File: src/rtl/axis_split_x2.sv
// AXI-Stream width splitter: one DWIDTH_IN word in, two DWIDTH_OUT beats out (lower half first).
// Optional packet framing via `define AXIS_SPLIT_TLAST_EN (tlast follows the upper-half beat).
module axis_split_x2 #(
  parameter int DWIDTH_IN  = 256,
  parameter int DWIDTH_OUT = 128
) (
  input  logic                  aclk,
  input  logic                  areset,
  input  logic [DWIDTH_IN-1:0]  s_axis_tdata,
  input  logic                  s_axis_tvalid,
  output logic                  s_axis_tready,
`ifdef AXIS_SPLIT_TLAST_EN
  input  logic                  s_axis_tlast,
`endif
  output logic [DWIDTH_OUT-1:0] m_axis_tdata,
  output logic                  m_axis_tvalid,
  input  logic                  m_axis_tready
`ifdef AXIS_SPLIT_TLAST_EN
  ,
  output logic                  m_axis_tlast
`endif
);

  generate
    if (DWIDTH_IN != 2 * DWIDTH_OUT) begin : g_width_check
      $error("axis_split_x2: DWIDTH_IN must equal 2*DWIDTH_OUT");
    end
  endgenerate

  typedef enum logic [1:0] {
    ST_IDLE = 2'd0,
    ST_LO   = 2'd1,
    ST_HI   = 2'd2
  } state_t;

  state_t                 r_state;
  state_t                 w_state_nxt;
  logic [DWIDTH_IN-1:0]   r_held;
  logic                   w_capture;
  logic                   w_ready;
`ifdef AXIS_SPLIT_TLAST_EN
  logic                   r_last;
`endif

  // State register and holding register; reset discards any half still pending.
  always_ff @(posedge aclk) begin
    if (areset) begin
      r_state <= ST_IDLE;
      r_held  <= '0;
`ifdef AXIS_SPLIT_TLAST_EN
      r_last  <= 1'b0;
`endif
    end else begin
      r_state <= w_state_nxt;
      if (w_capture) begin
        r_held <= s_axis_tdata;
`ifdef AXIS_SPLIT_TLAST_EN
        r_last <= s_axis_tlast;
`endif
      end
    end
  end

  // Next-state and input-side handshake; HI accepts a new word only when its upper half leaves.
  always_comb begin
    w_state_nxt = r_state;
    w_capture   = 1'b0;
    w_ready     = 1'b0;
    case (r_state)
      ST_IDLE: begin
        w_ready = 1'b1;
        if (s_axis_tvalid) begin
          w_capture   = 1'b1;
          w_state_nxt = ST_LO;
        end else begin
          w_state_nxt = ST_IDLE;
        end
      end
      ST_LO: begin
        if (m_axis_tready) begin
          w_state_nxt = ST_HI;
        end else begin
          w_state_nxt = ST_LO;
        end
      end
      ST_HI: begin
        w_ready = m_axis_tready;
        if (m_axis_tready) begin
          if (s_axis_tvalid) begin
            w_capture   = 1'b1;
            w_state_nxt = ST_LO;
          end else begin
            w_state_nxt = ST_IDLE;
          end
        end else begin
          w_state_nxt = ST_HI;
        end
      end
      default: begin
        w_state_nxt = ST_IDLE;
      end
    endcase
  end

  // s_axis_tready carries a combinational path from m_axis_tready (HI) and areset.
  assign s_axis_tready = w_ready & ~areset;

  // Output side decodes registered state only.
  assign m_axis_tvalid = (r_state == ST_LO) || (r_state == ST_HI);
  assign m_axis_tdata  = (r_state == ST_HI) ? r_held[DWIDTH_IN-1:DWIDTH_OUT]
                                            : r_held[DWIDTH_OUT-1:0];
`ifdef AXIS_SPLIT_TLAST_EN
  assign m_axis_tlast  = (r_state == ST_HI) & r_last;
`endif

endmodule

File: config.mk
export PLATFORM = sky130hd
export DESIGN_NAME = axis_split_x2
export DESIGN_NICKNAME = d
export VERILOG_FILES = /design/src/rtl/axis_split_x2.sv
export SDC_FILE = /design/constraint.sdc
export NUM_CORES = 1
export LEC_CHECK = 0
export BUFFER_PORTS_ARGS = -buffer_cell sky130_fd_sc_hd__buf_2
export CORE_MARGIN = 10
export CORE_UTILIZATION = 54
export CTS_BUF_LIST = sky130_fd_sc_hd__clkbuf_8
export DETAILED_ROUTE_END_ITERATION = 10
export GPL_ROUTABILITY_DRIVEN = 0
export HOLD_SLACK_MARGIN = 0.02
export PLACE_DENSITY_LB_ADDON = 0.3
export SETUP_SLACK_MARGIN = 0.4
export SKIP_LAST_GASP = 1
export SYNTH_ARGS = -nofsm -noshare
export SYNTH_HDL_FRONTEND = slang
export SYNTH_SLANG_ARGS = --single-unit
File: constraint.sdc
create_clock -name aclk -period 1.7 [get_ports aclk]
set_input_delay 0.17 -clock aclk [delete_from_list [all_inputs] [get_ports aclk]]
set_output_delay 0.17 -clock aclk [all_outputs]
set_load 0.05 [all_outputs]
# [After elaboration in Yosys (flattened, before gate mapping)]
# Cells that the tools add are included.
[totals] reg_bits=258 in_bits=260 output_inout_bits=130 word_cells=17
[op_classes] eq_ne=2 mux=9 bitwise_logic=2 reduce_logical=2
[op_table] cell="128-bit two-way mux" count=1
[op_table] cell="2-bit case mux with 3 select lines" count=1
[op_table] cell="2-bit two-way mux" count=2
[op_table] cell="1-bit case mux with 2 select lines" count=2
[op_table] cell="1-bit two-way mux" count=3
[op_table] cell="2-bit by 1-bit equality test with 1-bit output, second input constant" count=1
[op_table] cell="2-bit equality test, second input constant" count=1
[op_table] cell="2-bit logical NOT" count=1
[op_table] cell="1-bit AND" count=1
[op_table] cell="1-bit logical OR" count=1
[op_table] cell="1-bit NOT" count=1

# [Depth between registers and ports, before layout]
[logic_depth] word_depth=3 ltp_mapped=8 depth_no_buf=5

# [Worst setup path before layout]
# OpenSTA, ideal clock, no wires.
[synth_timing] path_kind="reg-to-output" start="register r_state[0]" end="output m_axis_tdata[100]" t_arrival_ns=1.496 t_required_ns=1.530 setup_slack_ns=0.034 path_stages_with_launch=6 n_path_buf=2 path_cell_list="dfxtp_1 -> inv_1 -> ha_1 -> clkbuf_1 -> buf_2 -> mux2_2"
[synth_via] elab_chain_cells=2
[synth_rtl] element="start: declaration" line_no="36" source="state_t r_state;"
[synth_rtl] element="start signal: assignment" line_no="54" source="r_state <= w_state_nxt;"
[synth_rtl] element="2-bit equality test" line_no="110" source="assign m_axis_tdata = (r_state == ST_HI) ? r_held[DWIDTH_IN-1:DWIDTH_OUT]"
[synth_rtl] element="128-bit two-way mux" line_no="110"
[synth_rtl] element="end: declaration" line_no="15" source="output logic [DWIDTH_OUT-1:0] m_axis_tdata,"
# Every way passes these cells.

# [Worst setup path after layout]
[layout_timing] start="register r_state[0]" end="output m_axis_tdata[108]"
# The elaborated chain is that of the path after synthesis.

==> reports/summary.txt <==
status: finished with violations
failing checks: negative setup slack
Tot GR Track Use: 0.3415
reg2reg end: r_held[146]
Adder-Cell Fraction of Synth Area: 0.003828
crit path max fanout: 5
Post-Route Utilization: 0.9467
WS Path Type: reg -> out
Sw Share: 0.3372
mean post-synth cell area: 10.31 µm²
Switch Pwr: 6.395 mW
DRT Wirelength: 70640 µm
Pwr per Cell Area: 848.3 mW/mm²
final setup skew: 0.02205 ns
XOR/XNOR share of the synthesized area: 0
Post-Synth Simple-Gate Area: 0.2468
Critical Path RT: 1.53 ns
post-route ant nets: 0
Slew Limit Fails: 0
first-pass GRT wire length: 83180 µm
critical path launch point: r_state[0]
RSZ-0062 raised after global routing: yes
Die Y: 175.6 µm
post-route setup slack: -0.6338 ns
Initial DRC Count: 1628
Bufs on Longest Clock Path: 3
Synth Area in Compound Gates: 0.0009571
startpoint types: flop
GRT overflow: 0
FF-to-FF Start: r_state[0]
Final Hold Fails: 0
Fin Setup TNS: -160.72 ns
H-Tree Depth: 2
Port Buffer Count: 389
R2R cell count: 12
Hold Crit Depth: 3
Die X: 175.6 µm
main area contributors after synthesis: dfxtp_1, nand2b_1, mux2i_1
maximum vdd drop: 794.7 µV
Clock Sinks: 258
# IOs: 390
largest net degree at the start of global routing: 78
Clock Pin Slew Worst Setup and Hold Paths: 0.08 ns
Max Cap Viol: 0
Logic pwr share: 0.318
Crit. End Element: primary output
area leader, netlist: dfxtp_1
area of the die: 0.03083 mm²
mux share of post-synthesis cell area: 0.3070
DRC viols: 0
Clk Latency, worst-skew pair: 0.56 ns
crit path time final: 2.334 ns
worst endpoint data arrival time: 2.16 ns
vias in the first global route: 14241
largest family of logic cells by synthesized area: multiplexers
r2r setup slk: -0.50 ns
Final #Nets: 2258
initial antenna violation count: 8
Lkg Pwr: 9.790 nW
CTS buffer count: 44
final period utilization: 1.373
Achievable Freq: 0.4285 GHz
Hold WS: 0.1808 ns
TritonRoute pass-1 iters: 7
fillers: 611
Yosys reg bits: 258
worst slew pin tran: 0.4085 ns
Critical path destination: m_axis_tdata[108]
# rows: 56
CTS tree: yes
Pint: 12.57 mW
setup violation total in the final timing report: 387
sequential group share of total power: 0.366
Root Driver: clkbuf_8
Synth Cell Area: 0.01307 mm²
top cell type's share of synthesized area: 0.3951
sequential area share after synthesis: 0.3951
core area: 0.02361 mm²
Max-slew headroom: 0.7277
hold crit path type: in -> reg
wire length per cell: 30.06 µm
syn nets: 1532
Yosys cell types: 13
Vias: 14225
dpl hpwl: 25930 µm
Initial Util: 0.5536
Avg Vias per Cell: 6.053
Clock Power Share: 0.316
Area Growth Syn to Fin: 71.01%
share of cells above drive strength 1: 0.3783
Synthesis Warnings: 0
Syn Inst Count: 1268
==> placed cells by master, fill, tap and decap left out, types with 18 or more instances in the layout <==
cell | Yosys | final
dfxtp_1 | 258 | 256
mux2i_4 | 0 | 18
buf_12 | 0 | 33
buf_2 | 21 | 259
nand2b_1 | 512 | 512
buf_4 | 0 | 46
mux2i_1 | 257 | 211
clkbuf_8 | 0 | 58
dlygate4sd3_1 | 0 | 257
buf_16 | 0 | 25
buf_8 | 0 | 39
buf_6 | 26 | 105
mux2i_2 | 0 | 28
mux2_4 | 0 | 128
==> worst max-delay path: stages (launching register included) <==
cell	delay, ns
dfxtp_2	0.34
inv_2	0.09
ha_4	0.23
buf_12	0.18
buf_6	0.11
buf_8	0.11
mux2_4	0.37
buf_6	0.17
==> worst min path at each step <==
stage / from / to / slack (ns)
4_1_cts: areset / r_held[22] / 0.16
6_report: areset / r_held[19] / 0.18
3_5_place_dp: s_axis_tdata[130] / r_held[130] / 0.44
5_1_grt: areset / r_held[19] / 0.21
3_3_place_gp: s_axis_tdata[255] / r_held[255] / 0.43
2_1_floorplan: m_axis_tready / r_state[1] / 0.32
==> area by class of cell <==
| class | instances | area [µm²] | share of cell area |
|---|---|---|---|
| antenna | 9 | 22.52 | 0.001007 |
| clock buffer | 58 | 798.3 | 0.03571 |
| clock inverter | 16 | 61.31 | 0.002742 |
| inverter | 2 | 7.507 | 0.0003358 |
| multi-input combinational | 908 | 8165 | 0.3653 |
| sequential | 258 | 5170 | 0.2313 |
| tap | 319 | 399.1 | 0.01785 |
| timing repair buffer | 780 | 7731 | 0.3458 |
==> state kept, by name, indices dropped and copies added (netlist names) <==
| register | flops |
|---|---|
| r_state | 2 |
| r_held | 256 |
==> synthesized netlist by cell type <==
cell type,instances
nor2_1,3
buf_6,26
o21a_1,1
nand2b_1,512
clkbuf_1,53
nor2b_1,2
mux2i_1,257
dfxtp_1,258
ha_1,4
a21oi_1,1
buf_2,21
mux2_2,128
inv_1,2
==> metrics by stage <==
step                worst slack [ns]  area, µm²  std cells  total power [mW]
finish                       -0.6338      22360       2350             18.96
global route                 -0.6456      22350       2349             19.18
CTS                          -0.5124      20820       2293             17.15
detailed placement           0.01903      15900       1923             10.54
global placement             0.04214      15900       1923             10.48
floorplan                     0.2821      13710       1268             9.638
==> kinds of logic after synthesis <==
group | Yosys count
DFF | 258
buffers and inverters | 102
AOI/OAI and AO/OA | 2
adders and majority gates | 4
and+or+nand+nor | 517
muxes | 385
==> layer usage <==
metal,track usage,part of all wire,wire (µm),vias to the layer above
met4,0.2335,0.11,7570,0
met5,0,0,0,-
met1,0.3375,0.32,22310,6656
li1,-,-,-,5632
met3,0.08535,0.10,7102,554
met2,0.6178,0.48,33660,1383
==> repair_timing <==
| action | CTS | global route |
|---|---|---|
| pin swaps | 0 | 1 |
| buffers inserted | 22 | 26 |
| gates cloned | 17 | 22 |
| hold endpoints to repair | 258 | 0 |
| hold buffers | 257 | 0 |
| endpoints found under the setup margin | 387 | 387 |
| gates resized for setup | 235 | 244 |
==> power by group through the flow <==
| stage | logic [mW] | clock network, mW | registers [mW] |
|---|---|---|---|
| after floorplan | 2.81 | 0 | 6.82 |
| after global placement | 3.57 | 0 | 6.92 |
| after detailed placement | 3.62 | 0 | 6.93 |
| after CTS | 4.81 | 5.54 | 6.80 |
| after global routing | 6.15 | 6.09 | 6.94 |
| final | 6.03 | 5.99 | 6.95 |
Power figures use the tool's default switching activity.
